--- config.mk ---
export PLATFORM = sky130hd
export DESIGN_NAME = branch_predictor_bht
export DESIGN_NICKNAME = d
export VERILOG_FILES = /design/src/rtl/riscv_bp_pkg.sv /design/src/rtl/bp_sat_counter2.sv /design/src/rtl/branch_predictor_bht.sv
export SDC_FILE = /design/constraint.sdc
export NUM_CORES = 2
export LEC_CHECK = 0
export CAP_MARGIN = 20
export CELL_PAD_IN_SITES_DETAIL_PLACEMENT = 0
export CELL_PAD_IN_SITES_GLOBAL_PLACEMENT = 1
export CORE_MARGIN = 5
export CORE_UTILIZATION = 32
export CTS_BUF_LIST = sky130_fd_sc_hd__clkbuf_8
export CTS_CLUSTER_DIAMETER = 200
export DETAILED_ROUTE_END_ITERATION = 8
export PLACE_DENSITY_LB_ADDON = 0.1
export SYNTH_ARGS = -nofsm -noshare
export SYNTH_HDL_FRONTEND = slang
export SYNTH_SLANG_ARGS = --single-unit
--- constraint.sdc ---
create_clock -name clk -period 20.3 [get_ports clk]
set_clock_uncertainty 0.2 [all_clocks]
set_input_delay 5.075 -clock clk [delete_from_list [all_inputs] [get_ports clk]]
set_output_delay 5.075 -clock clk [all_outputs]
set_load 0.1 [all_outputs]
--- src/rtl/riscv_bp_pkg.sv ---
// Shared definitions for the branch predictor: branch funct3 encodings and
// 2-bit saturating counter codes.
package riscv_bp_pkg;

  localparam logic [2:0] F3_BEQ  = 3'b000;
  localparam logic [2:0] F3_BNE  = 3'b001;
  localparam logic [2:0] F3_BLT  = 3'b100;
  localparam logic [2:0] F3_BGE  = 3'b101;
  localparam logic [2:0] F3_BLTU = 3'b110;
  localparam logic [2:0] F3_BGEU = 3'b111;

  typedef enum logic [1:0] {
    SNT = 2'b00,
    WNT = 2'b01,
    WT  = 2'b10,
    ST  = 2'b11
  } ctr_e;

endpackage

--- src/rtl/bp_sat_counter2.sv ---
// Combinational next-state for a 2-bit saturating direction counter.
module bp_sat_counter2
  import riscv_bp_pkg::*;
(
  input  logic [1:0] ctr,
  input  logic       taken,
  output logic [1:0] ctr_next
);

  always_comb begin
    ctr_next = ctr;
    if (taken) begin
      if (ctr != ST) ctr_next = ctr + 2'd1;
    end else begin
      if (ctr != SNT) ctr_next = ctr - 2'd1;
    end
  end

endmodule

--- src/rtl/branch_predictor_bht.sv ---
// Direct-mapped tagged BHT/BTB: fetch-side prediction, execute-side resolution,
// mispredict redirect and 2-bit counter training.
module branch_predictor_bht
  import riscv_bp_pkg::*;
#(
  parameter int WIDTH = 32,
  parameter int IDX_W = 4
) (
  input  logic             clk,
  input  logic             reset,
  input  logic [WIDTH-1:0] PCF,
  output logic             PredTakenF,
  output logic [WIDTH-1:0] PredTargetF,
  input  logic             BranchE,
  input  logic [2:0]       funct3E,
  input  logic             ZeroE,
  input  logic [WIDTH-1:0] PCE,
  input  logic [WIDTH-1:0] PCTargetE,
  input  logic [WIDTH-1:0] PCPlus4E,
  input  logic             PredTakenE,
  output logic             ActualTakenE,
  output logic             MispredictE,
  output logic [WIDTH-1:0] RedirectPCE,
  output logic [31:0]      BranchCount,
  output logic [31:0]      MispredCount
);

  localparam int ENTRIES = 2 ** IDX_W;
  localparam int TAG_W   = WIDTH - 2 - IDX_W;
  localparam logic [WIDTH-1:0] PC_INC = WIDTH'(4);

  logic [ENTRIES-1:0] valid_q;
  logic [TAG_W-1:0]   tag_q [ENTRIES];
  logic [WIDTH-1:0]   tgt_q [ENTRIES];
  logic [1:0]         ctr_q [ENTRIES];

  logic [IDX_W-1:0] idx_f, idx_e;
  logic [TAG_W-1:0] tag_f, tag_e;
  logic             hit_f, hit_e;
  logic             taken_e, legal_e, br_e;
  logic [1:0]       ctr_next_e;

  // Instruction-aligned PCs: the two low bits never select anything.
  logic unused_pc_bits;
  assign unused_pc_bits = ^{PCF[1:0], PCE[1:0]};

  assign idx_f = PCF[IDX_W+1:2];
  assign tag_f = PCF[WIDTH-1:IDX_W+2];
  assign idx_e = PCE[IDX_W+1:2];
  assign tag_e = PCE[WIDTH-1:IDX_W+2];

  assign hit_f       = valid_q[idx_f] && (tag_q[idx_f] == tag_f);
  assign PredTakenF  = hit_f && ctr_q[idx_f][1];
  assign PredTargetF = PredTakenF ? tgt_q[idx_f] : (PCF + PC_INC);

  // ZeroE comes from SUB for beq/bne and from SLT/SLTU for the ordered compares,
  // so blt* is taken when the set-less-than result is non-zero.
  always_comb begin
    taken_e = 1'b0;
    legal_e = 1'b0;
    case (funct3E)
      F3_BEQ, F3_BGE, F3_BGEU: begin
        legal_e = 1'b1;
        taken_e = ZeroE;
      end
      F3_BNE, F3_BLT, F3_BLTU: begin
        legal_e = 1'b1;
        taken_e = ~ZeroE;
      end
      default: begin
        legal_e = 1'b0;
        taken_e = 1'b0;
      end
    endcase
  end

  assign br_e         = BranchE && legal_e;
  assign ActualTakenE = br_e && taken_e;
  assign MispredictE  = br_e && (PredTakenE != taken_e);
  assign RedirectPCE  = taken_e ? PCTargetE : PCPlus4E;
  assign hit_e        = valid_q[idx_e] && (tag_q[idx_e] == tag_e);

  bp_sat_counter2 u_ctr (
    .ctr      (ctr_q[idx_e]),
    .taken    (taken_e),
    .ctr_next (ctr_next_e)
  );

  // Table training; reset takes priority over a same-cycle resolution.
  always_ff @(posedge clk) begin
    if (!reset) begin
      for (int i = 0; i < ENTRIES; i++) begin
        valid_q[i] <= 1'b0;
        tag_q[i]   <= '0;
        tgt_q[i]   <= '0;
        ctr_q[i]   <= WNT;
      end
    end else if (br_e) begin
      if (hit_e) begin
        ctr_q[idx_e] <= ctr_next_e;
        if (taken_e) tgt_q[idx_e] <= PCTargetE;
      end else if (taken_e) begin
        valid_q[idx_e] <= 1'b1;
        tag_q[idx_e]   <= tag_e;
        tgt_q[idx_e]   <= PCTargetE;
        ctr_q[idx_e]   <= WT;
      end
    end
  end

  always_ff @(posedge clk) begin
    if (!reset) begin
      BranchCount  <= '0;
      MispredCount <= '0;
    end else begin
      if (br_e)        BranchCount  <= BranchCount + 32'd1;
      if (MispredictE) MispredCount <= MispredCount + 32'd1;
    end
  end

endmodule

* Word-level counts from Yosys, hierarchy flattened
Memories as Yosys holds them, arrays and structs flattened.
Cells that the tools add are included.
** Storage, ports and cells
- Register bits :: 80
- RAM bits :: 960
- Input bits :: 136
- Word-level logic and storage cells :: 82
- Memories kept :: 3
** Memories
- tgt_q :: words 16, width 32, read ports 1, clocked after Yosys merged registers in 0, wr ports 16, line branch_predictor_bht.sv:34 : logic [WIDTH-1:0] tgt_q [ENTRIES];
- tag_q :: words 16, width 26, read ports 2, clocked after Yosys merged registers in 0, wr ports 16, line branch_predictor_bht.sv:33 : logic [TAG_W-1:0] tag_q [ENTRIES];
- ctr_q :: words 16, width 2, read ports 2, clocked after Yosys merged registers in 0, wr ports 16, line branch_predictor_bht.sv:35 : logic [1:0] ctr_q [ENTRIES];
** Operators by class
- Add/sub/neg operators :: 5
- $lt $le $gt $ge :: 3
- Equality and inequality tests :: 9
- Multiplexer cells :: 38
- Bitwise gates (word level) :: 5
- Reduce and logical (&&, ||, !) cells :: 16
** Operator list (number)
- $mux W32 :: 4
- $add A32 B1 Y32 const B :: 2
- $eq A26 B26 Y1 :: 2
- $add A32 B3 Y32 const B :: 1
- $reduce_or A32 Y1 :: 1
- $mux W26 :: 1
- $reduce_or A26 Y1 :: 1
- $mux W1 :: 21
- $or A16 B16 Y16 :: 1
- $eq A3 B3 Y1 const B :: 4
- $mux W4 :: 3
- $lt A4 B5 Y1 const B :: 2
- $mux W2 :: 5
- $bmux W1 S4 :: 2
- $logic_and A1 B1 Y1 :: 7
- $reduce_or A3 Y1 :: 2
- $reduce_or A6 Y1 :: 1
- $demux W1 S4 :: 1
- $ge A4 B1 Y1 const B :: 1
- $eq A3 B1 Y1 const B :: 1
- $logic_not A3 Y1 :: 1
- $reduce_and A3 Y1 :: 1
- $add A2 B1 Y2 const B :: 1
- $ne A2 B2 Y1 const B :: 1
- other kinds (7) :: 9

* Logic depth before layout (Yosys ltp)
- Depth in word-level cells :: 11
- Depth in mapped cells :: 17
- Gate-level depth less buffers :: 10

* Hierarchy
Synthesis repeated with hierarchy kept, for this count alone.
** Unflattened totals
- Cell total of the unflattened synthesis :: 3658
- Area, all modules :: 52774.4 um2
** By module, submodules not included
- branch_predictor_bht :: times used 1, cells each 3655, area each 52748.1 um2, seq. area each 30429.2 um2
- bp_sat_counter2 :: times used 1, cells each 3, area each 26.3 um2, seq. area each 0.0 um2

* Least setup slack after synthesis
Ideal clock, no wire load.
- Kind :: input -> output
- Start point :: input port PCF[2]
- End point :: output port PredTakenF
- Data arrival time :: 10518 ps
- Data required time :: 15025 ps
- Path slack :: 4507 ps
- Stages on the path :: 11
- Buffers on the path :: 5
- Path through :: buf_2 -> buf_4 -> buf_2 -> buf_2 -> buf_4 -> mux4_2 -> nand2_1 -> a31oi_1 -> xor2_1 -> or4_1 -> nor4_1
** Between the ends
- Cells in the longest elaborated chain, start to end :: 4
** Ends and longest elaborated chain
- start, declared :: line branch_predictor_bht.sv:11 : input logic [WIDTH-1:0] PCF,
- $mem_v2 Z16 W26 or $bmux W1 S4 (tied branches)
- $eq A26 B26 Y1 or $mux W1 (tied branches) :: line branch_predictor_bht.sv:52 : assign hit_f = valid_q[idx_f] && (tag_q[idx_f] == tag_f);
- $logic_and A1 B1 Y1 :: line branch_predictor_bht.sv:52
- $logic_and A1 B1 Y1 (*) :: line branch_predictor_bht.sv:53 : assign PredTakenF = hit_f && ctr_q[idx_f][1];
- end, declared :: line branch_predictor_bht.sv:12 : output logic PredTakenF,
Every way passes the cells marked *; elsewhere a longest branch is shown, timed or not. The select of a mux whose other input is x is not followed.

* Final worst setup path
- Start point :: input port PCF[3]
- End point :: output port PredTargetF[10]
** Between the ends
- Cells in the longest elaborated chain, start to end :: 5
** Ends and longest elaborated chain
- $mem_v2 Z16 W26 or $bmux W1 S4 (tied branches)
- $eq A26 B26 Y1 or $mux W1 (tied branches) :: line branch_predictor_bht.sv:52
- $logic_and A1 B1 Y1 :: line branch_predictor_bht.sv:52
- $logic_and A1 B1 Y1 :: line branch_predictor_bht.sv:53
- $mux W32 (*) :: line branch_predictor_bht.sv:54 : assign PredTargetF = PredTakenF ? tgt_q[idx_f] : (PCF + PC_INC);
- end, declared :: line branch_predictor_bht.sv:13 : output logic [WIDTH-1:0] PredTargetF,
Marks and branches as above.

==> flow_metrics.py <==
metrics = {
    "worst_setup_path": {
        "cp.arrival_ns": 11.66,
        "worstRegToRegCells": 11,
        "r2r_end": "tag_q[10][8]$_SDFFCE_PN0P_",
        "setup.worst_path.start_class": "input pin",
        "cp-end-kind": "output pin",
        "worstReg2RegStart": "tag_q[3][25]$_SDFFCE_PN0P_",
        "worstSetupPathType": "input pin to output pin",
        "rrSetupSlack_ns": 15.13,
        "cp-endpoint": "PredTargetF[10]",
        "cp_max_fo": 89,
        "cp_data_required_time_ns": 15.03,
        "startpoint": "PCF[3]",
    },
    "synth": {
        "synth_area_leader_cell": "edfxtp_1",
        "synth_xor_area_frac": 0.0263,
        "synthAdderAreaFrac": 0.000711,
        "synth_seq_cells": 1040,
        "yosys.area_share.simple": 0.162,
        "yosysMostFrequentCell": "edfxtp_1",
        "synth_nets": 3829,
        "yosysTopAreaCellShare": 0.546,
        "synth_edf_count": 960,
        "syn_inst": 3690,
        "synth_top_cells_by_area": "edfxtp_1, mux4_2, and3_1, and2_1, dfxtp_1",
        "synth-async-reset-ratio": 0,
        "syn_area_per_cell_um2": 14.3,
        "ys.flop_type": "edfxtp_1",
        "ys_warn_count": 0,
        "synth_top_family_by_area": "multiplexers",
        "synth_compound_area_frac": 0.0153,
        "yosysUniqueCellTypes": 62,
        "yosys-top-cells-count": "edfxtp_1, and3_1, and2_1",
        "syn-cell-area_um2": 52800,
        "ys_seq_area_frac": 0.577,
        "synthMuxAreaShare": 0.187,
    },
    "place": {
        "routabilityCongestion": 0.778,
        "dpl_cell_area_um2": 57700,
        "place_hpwl_mm": 108,
        "io_buffers": 264,
        "place_inst": 5861,
        "place_worst_setup_slack_ns": 3.33,
    },
    "cts": {
        "cts_buffers": 192,
        "cts_buffer_depth": 3,
        "cts_tree": "built",
        "cts-root-buf": "clkbuf_8",
        "cts_setup_buffers": 0,
        "post_cts_resized": 0,
        "cts.sinks": 1040,
        "clk_latency_ns": 0.97,
        "htreeDepth": 4,
        "ctsHoldBuffers": 0,
        "clk_pin_slew_worst_paths_ns": 0.07,
    },
    "die": {
        "die_area_um2": 173000,
        "core_um2": 164000,
        "start_util": 0.321,
        "die_h_um": 416,
        "num_rows": 149,
        "num_io_pins": 267,
        "dieWidth_um": 416,
    },
    "power": {
        "power_density_nw_per_um2": 82.9,
        "peakVddDrop_uv": 69.0,
        "p_total_mw": 5.08,
        "cellLeakagePower_nw": 22.8,
    },
    "final_layout": {
        "final_area_um2": 61300,
        "post-route-util": 0.373,
        "area_delta_synth_final_pct": 16.2,
        "fillers": 15600,
        "area.sequential_um2": 30400,
        "final_nets": 4005,
        "layoutNonFillerInstCount": 6226,
        "multiInputGateArea_um2": 21000,
        "post_route_cells_drive_above_1_share": 0.203,
    },
    "timing": {
        "fmax_ghz": 0.0591,
        "finalCritPeriodShare": 0.834,
        "finalHoldViolCount": 0,
        "rsz0062_at_grt": "no",
        "whs_ns": 0.280,
        "finalMaxSlewViolations": 0,
        "worst_pin_slew_ns": 1.19,
        "setup_viol": 0,
        "finalWorstSetupSlack_ns": 3.37,
        "tns_ns": 0,
        "period_needed_ns": 16.93,
        "timing.slew.headroom": 0.207,
    },
    "route": {
        "avgRoutedWirePerCell_um": 32.1,
        "ant_nets": 0,
        "routed_via_density": 5.41,
        "vias": 33700,
        "finalWirelength_mm": 200,
        "dr.pass1.iters": 5,
        "drt_iter0_drc": 3147,
        "drc": 0,
    },
    "grt": {
        "grt_pass1_vias": 34400,
        "grt_pass1_wl_mm": 279,
        "grt_max_degree": 286,
        "gr-usage-all-layers": 0.227,
        "antenna_found_initial": 32,
        "grt-ovfl-total": 0,
    },
    "run": {
        "cap_violations": 0,
    },
    "outcome": {
        "status": "completed",
    },
    "min_path": {
        "min_path_type": "flop to flop",
    },
}
## sequential cells by signal, summed over array words and instances, names as in the netlist
register and cells:
BranchCount 32, MispredCount 32, ctr_q 32, tag_q 416
tgt_q 512, valid_q 16
## worst max-delay path, cell delays in order
cell	delay (ns)
buf_8	0.60
buf_4	0.79
buf_4	0.89
mux4_2	0.43
mux4_2	0.51
xnor2_1	0.21
nor3b_1	0.24
and4_2	0.98
mux2_1	0.50
clkdlybuf4s50_1	1.21
## worst min-delay path by stage
stage,to,cells past startpoint,startpoint,slack [ns]
2_1_floorplan,valid_q[15]$_SDFFE_PN0P_,2,valid_q[15]$_SDFFE_PN0P_,0.24
3_3_place_gp,valid_q[4]$_SDFFE_PN0P_,1,valid_q[4]$_SDFFE_PN0P_,0.26
3_5_place_dp,valid_q[4]$_SDFFE_PN0P_,1,valid_q[4]$_SDFFE_PN0P_,0.26
4_1_cts,valid_q[4]$_SDFFE_PN0P_,1,valid_q[4]$_SDFFE_PN0P_,0.28
5_1_grt,valid_q[1]$_SDFFE_PN0P_,1,valid_q[1]$_SDFFE_PN0P_,0.31
6_report,valid_q[4]$_SDFFE_PN0P_,1,valid_q[4]$_SDFFE_PN0P_,0.28
## cell type report
cell class | instances | share of cell area
diodes | 13 | 0.000531
clock buffers | 194 | 0.0436
clock inverters | 158 | 0.0150
inverters | 10 | 0.000653
multi-input cells | 2254 | 0.343
flip-flops and latches | 1040 | 0.496
well taps | 2189 | 0.0447
repair buffers | 368 | 0.0560
## per-layer routing
metal | share of wire | global-route usage | vias up
li1 | - | - | 14500
met1 | 0.44 | 0.314 | 17700
met2 | 0.47 | 0.364 | 1234
met3 | 0.060 | 0.0370 | 296
met4 | 0.034 | 0.0762 | 2
met5 | 0.00010 | 0 | -
## placed cells by master, fill, tap and decap left out, types with 18 or more instances in the layout
cell / synthesis / routed
and3_1: 568 / 568
dfxtp_1: 80 / 80
inv_1: 10 / 76
clkinv_2: 0 / 24
and2_1: 442 / 442
o21ai_0: 53 / 40
nor3_1: 20 / 18
clkinv_1: 0 / 50
edfxtp_1: 960 / 960
mux4_2: 397 / 397
clkbuf_8: 0 / 195
mux2i_1: 54 / 53
mux2_1: 29 / 29
clkdlybuf4s50_1: 0 / 255
xnor2_1: 105 / 105
nor2b_1: 19 / 18
xor2_1: 51 / 51
nand2_1: 214 / 210
nor2_1: 70 / 56
nand4_1: 43 / 43
buf_4: 11 / 106
nand3_1: 38 / 38
## power by group
group | switching (mW) | internal (mW)
Sequential | 0.0384 | 2.44
Clock | 0.997 | 0.937
Combinational | 0.431 | 0.237
Total | 1.47 | 3.62
## logic make-up after synthesis
family          count (synthesis)
buf+inv                       396
flops                        1040
xor+xnor                      157
simple gates                 1482
mux                           486
fa+ha+maj                       3
compound gates                126
Note: power is estimated with default switching activity, not from simulation.
